$ cat config.mk
export PLATFORM = sky130hd
export DESIGN_NAME = twiddle_sequencer
export DESIGN_NICKNAME = d
export VERILOG_FILES = /design/src/rtl/twiddle_sequencer_pkg.sv /design/src/rtl/twiddle_sequencer_bf_index_calc.sv /design/src/rtl/twiddle_sequencer.sv
export SDC_FILE = /design/constraint.sdc
export NUM_CORES = 1
export LEC_CHECK = 0
export ABC_AREA = 1
export BUFFER_PORTS_ARGS = -buffer_cell sky130_fd_sc_hd__buf_2
export CELL_PAD_IN_SITES_DETAIL_PLACEMENT = 0
export CELL_PAD_IN_SITES_GLOBAL_PLACEMENT = 2
export CORE_MARGIN = 2
export CORE_UTILIZATION = 27
export DETAILED_ROUTE_END_ITERATION = 8
export GPL_ROUTABILITY_DRIVEN = 0
export PLACE_DENSITY_LB_ADDON = 0.3
export SYNTH_ARGS = -nofsm -noshare
export SYNTH_HDL_FRONTEND = slang
export SYNTH_HIERARCHICAL = 1
export SYNTH_SLANG_ARGS = --single-unit
$ cat constraint.sdc
create_clock -name clk -period 4.1 [get_ports clk]
set_input_delay 0 -clock clk [delete_from_list [all_inputs] [get_ports clk]]
set_output_delay 0 -clock clk [all_outputs]
set_load 0.05 [all_outputs]
$ cat src/rtl/twiddle_sequencer_pkg.sv
// Shared types and elaboration helpers for the radix-2 DIF twiddle sequencer.
package twiddle_sequencer_pkg;

    typedef enum logic [2:0] {
        ST_IDLE,
        ST_ISSUE,
        ST_GAP,
        ST_FLUSH,
        ST_DONE
    } seq_state_t;

    // Width of a counter that must hold 0..n-1, never narrower than one bit.
    function automatic int cnt_width(input int n);
        return (n > 1) ? $clog2(n) : 1;
    endfunction

endpackage

$ cat src/rtl/twiddle_sequencer_bf_index_calc.sv
// Combinational butterfly index map for one radix-2 DIF pass: (stage, j) -> twiddle k, top, bot.
module bf_index_calc
    import twiddle_sequencer_pkg::*;
#(
    parameter int FFT_SIZE = 4096
) (
    input  logic [$clog2(FFT_SIZE)-1:0]   stage,
    input  logic [$clog2(FFT_SIZE/2)-1:0] index,
    output logic [$clog2(FFT_SIZE/2)-1:0] k,
    output logic [$clog2(FFT_SIZE)-1:0]   top,
    output logic [$clog2(FFT_SIZE)-1:0]   bot
);

    localparam int IDX_W     = $clog2(FFT_SIZE);
    localparam int TW_ADDR_W = $clog2(FFT_SIZE/2);

    logic [IDX_W-1:0] j_ext;
    logic [IDX_W-1:0] half;
    logic [IDX_W-1:0] mask;
    logic [IDX_W-1:0] low;

    // half is a power of two, so j mod half and (j/half)*2*half reduce to masking and a shift.
    assign j_ext = {1'b0, index};
    assign half  = IDX_W'(FFT_SIZE/2) >> stage;
    assign mask  = half - IDX_W'(1);
    assign low   = j_ext & mask;

    assign top = ((j_ext & ~mask) << 1) | low;
    assign bot = top + half;
    assign k   = TW_ADDR_W'(low << stage);

endmodule

$ cat src/rtl/twiddle_sequencer.sv
// Issues one radix-2 DIF butterfly per beat over all stages, keeping the 1-cycle twiddle ROM
// read aligned with the beat held in the output register across downstream stalls.
module twiddle_sequencer
    import twiddle_sequencer_pkg::*;
#(
    parameter int FFT_SIZE      = 4096,
    parameter int TWIDDLE_WIDTH = 50,
    parameter int STAGE_GAP     = 4
) (
    input  logic                          clk,
    input  logic                          rst,
    input  logic                          start,
    output logic                          busy,
    output logic                          done,
    output logic [$clog2(FFT_SIZE/2)-1:0] twiddle_addr,
    input  logic [TWIDDLE_WIDTH-1:0]      twiddle_in,
    output logic                          bf_valid,
    input  logic                          bf_ready,
    output logic [$clog2(FFT_SIZE)-1:0]   bf_stage,
    output logic [$clog2(FFT_SIZE)-1:0]   bf_top,
    output logic [$clog2(FFT_SIZE)-1:0]   bf_bot,
    output logic [TWIDDLE_WIDTH-1:0]      bf_twiddle
);

    localparam int IDX_W     = $clog2(FFT_SIZE);
    localparam int TW_ADDR_W = $clog2(FFT_SIZE/2);
    localparam int GAP_W     = cnt_width(STAGE_GAP);

    localparam logic [TW_ADDR_W-1:0] J_LAST   = TW_ADDR_W'(FFT_SIZE/2 - 1);
    localparam logic [IDX_W-1:0]     S_LAST   = IDX_W'(IDX_W - 1);
    localparam logic [GAP_W-1:0]     GAP_LAST = GAP_W'((STAGE_GAP > 0) ? STAGE_GAP - 1 : 0);

    seq_state_t state;
    seq_state_t state_next;

    logic [IDX_W-1:0]     s_cnt;
    logic [TW_ADDR_W-1:0] j_cnt;
    logic [GAP_W-1:0]     gap_cnt;

    logic [TW_ADDR_W-1:0] k_calc;
    logic [IDX_W-1:0]     top_calc;
    logic [IDX_W-1:0]     bot_calc;
    logic [TW_ADDR_W-1:0] bf_k;

    logic adv;
    logic issue;

    assign adv   = !bf_valid || bf_ready;
    assign issue = adv && (state == ST_ISSUE);

    bf_index_calc #(
        .FFT_SIZE (FFT_SIZE)
    ) u_index (
        .stage (s_cnt),
        .index (j_cnt),
        .k     (k_calc),
        .top   (top_calc),
        .bot   (bot_calc)
    );

    // NOTE: sequential state uses non-blocking assignments so every register samples pre-edge values.
    always_ff @(posedge clk) begin
        if (rst) begin
            state <= ST_IDLE;
        end else begin
            state <= state_next;
        end
    end

    // NOTE: every output of an always_comb gets a default first, so no path can infer a latch.
    always_comb begin
        state_next = state;
        case (state)
            ST_IDLE: begin
                if (start) state_next = ST_ISSUE;
            end
            ST_ISSUE: begin
                if (issue && (j_cnt == J_LAST)) begin
                    if (s_cnt == S_LAST)    state_next = ST_FLUSH;
                    else if (STAGE_GAP > 0) state_next = ST_GAP;
                end
            end
            ST_GAP: begin
                if (gap_cnt == GAP_LAST) state_next = ST_ISSUE;
            end
            ST_FLUSH: begin
                if (bf_valid && bf_ready) state_next = ST_DONE;
            end
            ST_DONE: begin
                state_next = ST_IDLE;
            end
            default: begin
                state_next = ST_IDLE;
            end
        endcase
    end

    always_comb begin
        busy = 1'b0;
        done = 1'b0;
        case (state)
            ST_ISSUE, ST_GAP, ST_FLUSH: busy = 1'b1;
            ST_DONE:                    done = 1'b1;
            default: ;
        endcase
    end

    // Stage/butterfly/gap counters advance only with an issued beat or a gap cycle.
    always_ff @(posedge clk) begin
        if (rst) begin
            s_cnt   <= '0;
            j_cnt   <= '0;
            gap_cnt <= '0;
        end else begin
            case (state)
                ST_IDLE: begin
                    s_cnt   <= '0;
                    j_cnt   <= '0;
                    gap_cnt <= '0;
                end
                ST_ISSUE: begin
                    if (issue) begin
                        if (j_cnt == J_LAST) begin
                            j_cnt <= '0;
                            if (s_cnt != S_LAST) s_cnt <= s_cnt + IDX_W'(1);
                        end else begin
                            j_cnt <= j_cnt + TW_ADDR_W'(1);
                        end
                    end
                end
                ST_GAP: begin
                    gap_cnt <= (gap_cnt == GAP_LAST) ? '0 : gap_cnt + GAP_W'(1);
                end
                default: ;
            endcase
        end
    end

    // Single-entry output register; bf_k remembers the held beat's twiddle address.
    always_ff @(posedge clk) begin
        if (rst) begin
            bf_valid <= 1'b0;
            bf_stage <= '0;
            bf_top   <= '0;
            bf_bot   <= '0;
            bf_k     <= '0;
        end else if (adv) begin
            if (state == ST_ISSUE) begin
                bf_valid <= 1'b1;
                bf_stage <= s_cnt;
                bf_top   <= top_calc;
                bf_bot   <= bot_calc;
                bf_k     <= k_calc;
            end else begin
                bf_valid <= 1'b0;
            end
        end
    end

    // The ROM registers this address, so its output lines up with whatever the output register holds.
    assign twiddle_addr = issue ? k_calc : bf_k;
    assign bf_twiddle   = twiddle_in;

endmodule

==> metrics.cfg <==
[logic_synthesis]
yosys_register_bits = 76
postSynth.topFlopCell = dfxtp_1
postSynth.asyncResetShare_pct = 0
adder_cell_area_share_of_the_yosys_netlist_pct = 3.723
synth_nets = 866
post_synth_most_frequent_cells = 147 x nor2_1, 139 x nand2_1, 76 x dfxtp_1, 72 x inv_1
synth.yosys.seq_area_share_pct = 29.02
synthesis.instances = 797
synth-compound-area-share_pct = 12.55
cell_taking_the_most_area_after_synthesis = dfxtp_1
syn-cell-area_um2 = 5243
yosysWarnings = 6
synth_top_cells_by_area = dfxtp_1 29%, nor2_1 11%, nand2_1 10%
yosys.cell_count.top_type = nor2_1
synthXorXnorAreaFrac_pct = 1.337
number_of_synthesized_flops_with_an_enable_pin = 0
largest_family_of_logic_cells_by_synthesized_area = simple AND/OR/NAND/NOR gates
share_of_yosys_cell_area_claimed_by_the_top_area_cell_type_pct = 29.02
synthSimpleGateAreaFrac_pct = 36.49
syn_area_per_cell_um2 = 6.578
synth.lib_cells_used.distinct = 51
synth.area.mux_share_pct = 0

[clock_network]
clkSlewWorstSetupHoldPaths_ps = 60
clock_tree_from_tritoncts = yes
tritoncts.num_buffers = 9
clkSinkCount = 76
insertion_delay_ps = 350
max-clock-path-buffers = 2
cts.root.buffer_cell = clkbuf_16
cts_hold_repair.buffers = 0
htree_levels = 3

[power_and_ir_drop]
power.leakage_nw = 2.790
max-vdd-ir-drop_uv = 189.0
power-per-cell-area_nw_per_um2 = 496.2
total_power_w = 0.002808

[worst_setup_path]
criticalPathCategory = flop to flop
ff2ff_path_depth = 26
critical_path_arrival_ps = 3970
startpoint_type_of_the_worst_setup_path = flop
cp-end-kind = flop
critical_path.max_fanout = 5
worst-endpoint-required_ps = 4340

[flow_run]
max_cap_violations = 0

[global_route]
grt.total_usage_pct = 14.74
grt_max_degree = 56
first_global_vias = 4554
grt_use_met1_pct = 17.93
grt_most_used_layer = met2
first_pass_grt_wire_length_mm = 23.82
grt.met2_usage_pct = 26.04
grt_antenna_before_repair = 0
gr-usage-met3_pct = 3.732
total_overflow_reported_by_the_global_router = 0

[route]
firstDrtPassIters = 5
finalWirelength_mm = 14.73
drc_errors = 0
drtIter0Drc = 275
routed_wire_length_per_instance_um = 13.95
detail-route-antenna-nets = 0
drt-vias-per-instance = 4.616
num_vias = 4875

[timing]
fin_crit_ps = 3735
finalSetupViolCount = 0
final-max-slew-violation-count = 0
timing.fmax_mhz = 267.7
final.setup.tns_ps = 0
worst_slew_pin_slew_ps = 1178
finalClockSkew_ps = 7.705
final_hold_viol_count = 0
max_slew_margin_pct = 21.36
rsz0062_at_grt = no
crit_share_post_route_pct = 91.10
timing.hold.ws_ps = 0.02195

[finish]
diodes = 0
area_delta_synth_final_pct = 7.924
final_core_util_pct = 29.95
drive_gt1_share_pct = 19.35
fin_nets = 861

[floorplan]
core_um2 = 18890
die_h_um = 143.3
ios = 154
die_area_um2 = 20550
placement_rows = 50
width_of_the_die_um = 143.3
initial_standard_cell_utilization_of_the_core_pct = 27.75

[placed_design]
portBuffers = 53
hpwl_mm = 11.31

[hold_path]
number_of_cells_on_the_worst_hold_path = 0
timing.hold.worst.class = input pin to output pin

[status]
run_status = complete, no violations

flip-flops by register name, indices dropped and copies added, names as in the netlist:
signal and count:
state 3, s_cnt 12, bf_bot 12, gap_cnt 2, bf_k 11, bf_stage 12
bf_top 12, bf_valid 1, j_cnt 11
stage by stage:
step	instance area (um^2)	std cells	setup WS, ps
floorplan	5243	797	702.5
global placement	5335	1039	426.3
detailed placement	5335	1039	295.8
CTS	5635	1054	276.1
global route	5658	1056	27.40
finish	5658	1056	365.0
worst max-delay path: stages (launching register included):
cell      delay (ps)
dfxtp_1          340
nor2_1           130
nand2_1           90
nor2_4           180
nand2_2          120
inv_2            130
nand2_2           90
nor2_1           170
inv_1             60
ha_2             320
inv_1             40
nand2_1           80
o21ai_1          140
fa_1             460
nand3_1           90
nand2_1           80
a21oi_1          140
o21bai_1         110
a21o_1           170
a21oi_1          210
nor2_1            80
nand2_2           70
nand2_1           40
nand2_1           50
nand2_1           40
nor2_1            90
nor2_1            60
final timing paths:
kind / from / endpoint / slack (ps)
setup / recovery: s_cnt[10]$_SDFFE_PP0P_ / bf_bot[10]$_SDFFE_PP0N_ / 370
hold / removal: twiddle_in[42] / bf_twiddle[42] / 0.02
setup reg to reg: s_cnt[10]$_SDFFE_PP0P_ / bf_bot[10]$_SDFFE_PP0N_ / 370
hold reg to reg: gap_cnt[1]$_SDFFE_PP0P_ / gap_cnt[1]$_SDFFE_PP0P_ / 470
final cells by class:
type	count	area, um^2
Multi-Input combinational cell	554	2848
Tap cell	260	325.3
Inverter	91	345.3
Timing Repair Buffer	60	317.8
Fill cell	2142	13240
Clock buffer	10	239.0
Sequential cell	76	1521
Clock inverter	5	61.31
layer usage:
| metal | vias up | share of wire, % | wire length, um |
|---|---|---|---|
| met3 | 20 | 4.0 | 589 |
| met2 | 97 | 51 | 7446 |
| met1 | 2271 | 44 | 6507 |
| li1 | 2487 | - | - |
| met4 | 0 | 1.2 | 183 |
| met5 | - | 0 | 0 |
power breakdown:
group	internal [W]	switching [W]
sequential	0.000837	0.0000672
clock	0.000486	0.000323
combinational	0.000264	0.000830
total	0.00159	0.00122
placed cells by master, fill, tap and decap left out, types with 3 or more instances in the layout:
master | synthesis | layout
nor2_1 | 147 | 147
buf_2 | 2 | 53
nand4_2 | 3 | 3
o22ai_1 | 3 | 3
inv_2 | 15 | 15
nand4_1 | 12 | 12
clkbuf_16 | 0 | 9
buf_4 | 53 | 7
o21ai_0 | 53 | 51
nand2_2 | 15 | 15
clkinvlp_4 | 0 | 3
nor2_4 | 6 | 6
nor2_2 | 5 | 5
a21oi_1 | 33 | 33
ha_1 | 14 | 13
o21ai_1 | 12 | 14
inv_1 | 72 | 72
xor2_1 | 6 | 6
nand3_2 | 5 | 5
or2_2 | 11 | 11
nand3_1 | 50 | 50
dfxtp_1 | 76 | 76
nor3_1 | 6 | 6
o21bai_1 | 4 | 4
nand2_1 | 139 | 139
nand2_4 | 6 | 6
what timing repair did:
action	4_1_cts	5_1_grt
buffers inserted	0	2
resized for setup	0	4
endpoints found under the setup margin	0	3
cell families after synthesis:
group / count (synthesis)
compound gates: 118
fa+ha+maj: 15
simple gates: 412
flops: 76
buf+inv: 167
other cells: 1
xor+xnor: 8
Power figures use the tool's default switching activity.
